**config.mk**
```make
export PLATFORM = sky130hd
export DESIGN_NAME = sd_block_responder
export DESIGN_NICKNAME = d
export VERILOG_FILES = /design/src/rtl/sd_block_responder.sv
export SDC_FILE = /design/constraint.sdc
export NUM_CORES = 1
export LEC_CHECK = 0
export ABC_CLOCK_PERIOD_IN_PS = 3900
export BUFFER_PORTS_ARGS = -buffer_cell sky130_fd_sc_hd__buf_2
export CAP_MARGIN = 20
export CORE_AREA = 3 3 72 124
export DETAILED_ROUTE_END_ITERATION = 16
export DIE_AREA = 0 0 75 127
export PLACE_DENSITY_LB_ADDON = 0.05
export RECOVER_POWER = 50
export REMOVE_ABC_BUFFERS = 1
export SYNTH_ARGS = -nofsm -noshare
export SYNTH_HDL_FRONTEND = slang
export SYNTH_SLANG_ARGS = --single-unit
```
**constraint.sdc**
```tcl
create_clock -name clk_100m -period 3.9 [get_ports clk_100m]
set_clock_uncertainty 0.1 [all_clocks]
set_input_delay 0.39 -clock clk_100m [delete_from_list [all_inputs] [get_ports clk_100m]]
set_output_delay 0.39 -clock clk_100m [all_outputs]
set_load 0.02 [all_outputs]
```
**src/rtl/sd_block_responder.sv**
```systemverilog
// Block-request responder: serves 512-byte sd_rd/sd_wr transfers from a local
// byte-wide backing store, standing in for the HPS SD channel of hps_io.
module sd_block_responder #(
  parameter int unsigned LBA_BITS  = 4,
  parameter int unsigned ACK_DELAY = 4
) (
  input  logic                  clk_100m,
  input  logic                  rst_n,
  input  logic [31:0]           sd_lba,
  input  logic                  sd_rd,
  input  logic                  sd_wr,
  output logic                  sd_ack,
  output logic [8:0]            sd_buff_addr,
  output logic [7:0]            sd_buff_dout,
  output logic                  sd_buff_wr,
  input  logic [7:0]            sd_buff_din,
  output logic [LBA_BITS+8:0]   mem_addr,
  input  logic [7:0]            mem_rdata,
  output logic [7:0]            mem_wdata,
  output logic                  mem_we,
  output logic                  busy,
  output logic [15:0]           blocks_read,
  output logic [15:0]           blocks_written
);

  typedef enum logic [2:0] {
    S_IDLE,
    S_WAIT,
    S_RD_XFER,
    S_WR_XFER,
    S_DONE
  } state_t;

  localparam logic [7:0] DLY_INIT = 8'(ACK_DELAY);

  state_t              r_state;
  state_t              w_next;
  logic [LBA_BITS-1:0] r_lba;
  logic [LBA_BITS-1:0] w_lba;
  logic                r_dir_wr;
  logic [7:0]          r_dly;
  logic [9:0]          r_cnt;
  logic [9:0]          w_cnt_inc;
  logic [8:0]          w_pre_off;
  logic                w_req;
  logic                r_ack;
  logic [15:0]         r_blocks_rd;
  logic [15:0]         r_blocks_wr;
  logic                w_unused_lba;

  assign w_req        = sd_rd | sd_wr;
  assign w_cnt_inc    = r_cnt + 10'd1;
  assign w_unused_lba = ^sd_lba[31:LBA_BITS];

  // The source side of each transfer runs one offset ahead of the strobe side,
  // so offset 0 is fetched in the cycle before the transfer state and all 512
  // strobes land inside RD_XFER/WR_XFER.
  always_comb begin
    w_pre_off = '0;
    if (r_state == S_RD_XFER || r_state == S_WR_XFER) w_pre_off = w_cnt_inc[8:0];
    w_lba = r_lba;
    if (ACK_DELAY == 0 && r_state == S_IDLE) w_lba = sd_lba[LBA_BITS-1:0];
  end

  always_comb begin
    w_next = r_state;
    case (r_state)
      S_IDLE:
        if (w_req) begin
          if (ACK_DELAY == 0) w_next = sd_wr ? S_WR_XFER : S_RD_XFER;
          else                w_next = S_WAIT;
        end
      S_WAIT:
        if (r_dly == '0) w_next = r_dir_wr ? S_WR_XFER : S_RD_XFER;
      S_RD_XFER, S_WR_XFER:
        if (w_cnt_inc == 10'd512) w_next = S_DONE;
      S_DONE:
        if (!w_req) w_next = S_IDLE;
      default: w_next = S_IDLE;
    endcase
  end

  always_comb begin
    sd_buff_wr   = 1'b0;
    sd_buff_addr = '0;
    sd_buff_dout = '0;
    mem_we       = 1'b0;
    mem_wdata    = '0;
    mem_addr     = {w_lba, w_pre_off};
    case (r_state)
      S_RD_XFER: begin
        sd_buff_wr   = 1'b1;
        sd_buff_addr = r_cnt[8:0];
        sd_buff_dout = mem_rdata;
      end
      S_WR_XFER: begin
        sd_buff_addr = w_pre_off;
        mem_we       = 1'b1;
        mem_wdata    = sd_buff_din;
        mem_addr     = {r_lba, r_cnt[8:0]};
      end
      default: ;
    endcase
  end

  always_ff @(posedge clk_100m or negedge rst_n) begin
    if (!rst_n) begin
      r_state     <= S_IDLE;
      r_lba       <= '0;
      r_dir_wr    <= 1'b0;
      r_dly       <= '0;
      r_cnt       <= '0;
      r_ack       <= 1'b0;
      r_blocks_rd <= '0;
      r_blocks_wr <= '0;
    end else begin
      r_state <= w_next;
      // Ack stays high only for the first DONE cycle; a held request keeps DONE with ack low.
      r_ack   <= (w_next == S_RD_XFER) || (w_next == S_WR_XFER) ||
                 (w_next == S_DONE && r_state != S_DONE);
      case (r_state)
        S_IDLE:
          if (w_req) begin
            r_lba    <= sd_lba[LBA_BITS-1:0];
            r_dir_wr <= sd_wr;
            r_dly    <= DLY_INIT;
            r_cnt    <= '0;
          end
        S_WAIT:
          if (r_dly != '0) r_dly <= r_dly - 8'd1;
        S_RD_XFER, S_WR_XFER:
          r_cnt <= w_cnt_inc;
        default: ;
      endcase
      if (r_state == S_RD_XFER && w_next == S_DONE) r_blocks_rd <= r_blocks_rd + 16'd1;
      if (r_state == S_WR_XFER && w_next == S_DONE) r_blocks_wr <= r_blocks_wr + 16'd1;
    end
  end

  assign sd_ack         = r_ack;
  assign busy           = (r_state != S_IDLE);
  assign blocks_read    = r_blocks_rd;
  assign blocks_written = r_blocks_wr;

endmodule

```
==> qor.yml <==
worst_setup_path:
  worst-path-max-fanout: 13
  cp.required_ps: 4010
  worstSetupStartpointType: "flop"
  path_buf_inv: 1
  crit_type: "flop to flop"
  cp_slowest_stage_delay_ps: 470
  cp_slowest_cell: "dfrtp_1"
  worstSetupEndpointType: "flop"
  critPathTopFamily: "simple AND/OR/NAND/NOR gates"
  crit_chain: "ha_1 -> nand2_1 -> a21oi_1 -> o221ai_2 -> buf_4 -> nor4b_1 -> mux2_2"
  arrival_ps: 3020
power:
  leakagePower_nw: 2.13
  p_sw_w: 0.00104
  p_sw_share_pct: 40.5
  power_density_nw_per_um2: 583
  peakVddDrop_mv: 0.267
  p_int_w: 0.00152
  p_comb_share_pct: 36.3
  pwr-share-clk_pct: 30.4
  p_seq_share_pct: 33.3
clock_tree:
  post_cts_buffers: 0
  insertion_delay_ps: 330
  cts-root-buf: "clkbuf_16"
  numCtsBuffers: 9
  cts_tree: "built"
  cts-hold-fix-buffers: 0
  cts_resized: 0
  clock-sinks: 59
  clockBufferDepth: 2
  htreeDepth: 3
  path_clk_slew_ps: 50
timing:
  tightestPinTransition_ps: 1990
  min_period_ps: 2900
  setup_viol: 0
  finalHoldViolCount: 0
  min_period_over_period_pct: 74.4
  slew_headroom_pct: -32.5
  drv_slew: 37
  max_freq_ghz: 0.345
  setup-tns-final_ps: 0
  rsz0062_at_grt: "false"
logic_synthesis:
  synth-edff-count: 0
  yosysUniqueCellTypes: 46
  netlist_area_um2: 3640
  avgSynthCellArea_um2: 9.09
  async_flop_share_pct: 100
  yosysWarnings: 0
  ys_seq_elements: 59
  yosysSeqAreaShare_pct: 40.6
  synthCells: 400
  synth_flop_cell: "dfrtp_1"
grt:
  grt_pass1_vias: 3121
  grtUsageTotal_pct: 19.6
  antenna_found_initial: 0
  gr-total-overflow: 0
  grt_max_degree: 37
  grt_pass1_wl_um: 14600
placement:
  place_hpwl_um: 6180
  port_buffers: 97
  place_area_um2: 4150
  gp_routability_congestion: 0.764
hold_path:
  hold_path.class: "input port to flop"
layout:
  final_cell_mix: "59 x dfrtp_1, 59 x buf_2, 39 x nand2_1, 39 x clkbuf_1, 38 x nor2_1"
  final_nets: 541
  area_delta_synth_final_pct: 20.8
  fill_cells: 758
  antennaDiodeCount: 0
  drive_above_1_share_pct: 20.9
  fin_area_um2: 4390
die:
  die_h_um: 127
  die_x_um: 75
  coreArea_um2: 8020
  start_util_pct: 45.4
  pin_count: 126
  die_area_um2: 9530
  rows: 43
detailed_routing:
  drc: 0
  drtPass1Iterations: 4
  wirelength_um: 8700
  vias_per_cell: 5.51
  dr.first_iter.drc_count: 169
  postRouteAntennaNets: 0
  routedWlPerCell_um: 15.0
  via_count: 3190
run_status:
  status: "finished, violations left"
  violations: "max-capacitance violations, max-slew violations"
flow_run:
  drv_cap: 1
[per-stage QoR]
stage	utilization (%)	std cells	power (W)	setup slack [ps]	hold WS [ps]
finish	54.8	579	0.00256	998	148
global route	54.8	579	0.00274	543	157
CTS	55.5	579	0.00260	957	93.4
detailed placement	51.8	563	0.00181	1000	353
global placement	51.8	563	0.00179	1050	353
floorplan	-	368	0.00148	-11.7	-5.59
[synthesized netlist by cell type, drive strengths merged (2+ instances only)]
cell type,count,area (um^2)
nor2,38,143
and3,12,75.1
nand4,13,81.3
nor3,8,40.0
o31ai,5,37.5
a21oi,4,20.0
inv,7,26.3
nor2b,3,18.8
mux2,3,33.8
and2,23,144
nor4b,7,61.3
xor2,37,324
and4,8,70.1
or3,3,18.8
mux2i,2,20.0
nand2,39,146
xnor2,12,105
dfrtp,59,1480
ha,5,62.6
buf,15,92.6
clkbuf,17,63.8
nor3b,2,20.0
nor4,29,250
nand3,17,90.1
o21ai,18,90.1
[worst register-to-register path: stages, from the launching register on]
cell,delay (ps)
dfrtp_1,470
ha_1,410
nand2_1,170
a21oi_1,180
o221ai_2,300
buf_4,290
nor4b_1,470
mux2_2,390
[final cells by class]
cell class | instances | area, um^2 | area share (%)
clock buffer | 9 | 225 | 5.13
sequential | 59 | 1480 | 33.6
clock inverter | 7 | 68.8 | 1.57
inverter | 7 | 26.3 | 0.598
tap | 90 | 113 | 2.56
multi-input combinational | 302 | 1990 | 45.3
timing repair buffer | 105 | 494 | 11.2
[power groups by stage]
stage                     logic [W]  clock network [W]  registers [W]
after detailed placement   0.000946                  0       0.000867
after global placement     0.000929                  0       0.000861
after floorplan            0.000620                  0       0.000858
after CTS                  0.000951           0.000800       0.000854
after global routing        0.00104           0.000819       0.000878
final                      0.000931           0.000778       0.000854
[layer usage]
| metal | routed length (um) | GRT usage, % | share of wire, % | vias to the layer above |
|---|---|---|---|---|
| li1 | - | - | - | 1570 |
| met1 | 3680 | 23.7 | 42 | 1542 |
| met2 | 4520 | 32.9 | 52 | 69 |
| met3 | 351 | 4.41 | 4.0 | 9 |
| met4 | 144 | 7.44 | 1.7 | 0 |
| met5 | 0 | 0 | 0 | - |
[worst paths after layout]
| check | cells past startpoint | to | slack (ps) | from |
|---|---|---|---|---|
| min in group asynchronous | 1 | r_cnt[6] | 510 | rst_n |
| worst min register to register | 1 | blocks_written[15] | 360 | blocks_written[15] |
| max in group asynchronous | 2 | blocks_written[3] | 1190 | rst_n |
| worst min-delay path | 3 | r_lba[2] | 150 | sd_lba[2] |
| worst max register to register | 7 | blocks_written[1] | 1000 | r_cnt[0] |
| worst max-delay path | 7 | blocks_written[1] | 1000 | r_cnt[0] |
[flip-flops by register name (all words and copies together) (netlist names)]
name	cells
r_dly	8
r_cnt	10
r_dir_wr	1
r_lba	4
blocks_written	16
sd_ack	1
blocks_read	16
r_state	3
[cells by family (layout without fill, tap and decap cells)]
group                    count (synthesis)  after routing  share of synthesized area, %
AND/OR/NAND/NOR                        205            205                          32.5
flip-flops                              59             59                          40.6
XOR/XNOR                                49             49                          11.8
buffers and inverters                   39            128                          5.02
AO/OA/AOI/OAI                           38             38                          6.91
adder cells (fa/ha/maj)                  5              5                          1.72
multiplexers                             5              5                          1.48
Power figures use the tool's default switching activity.
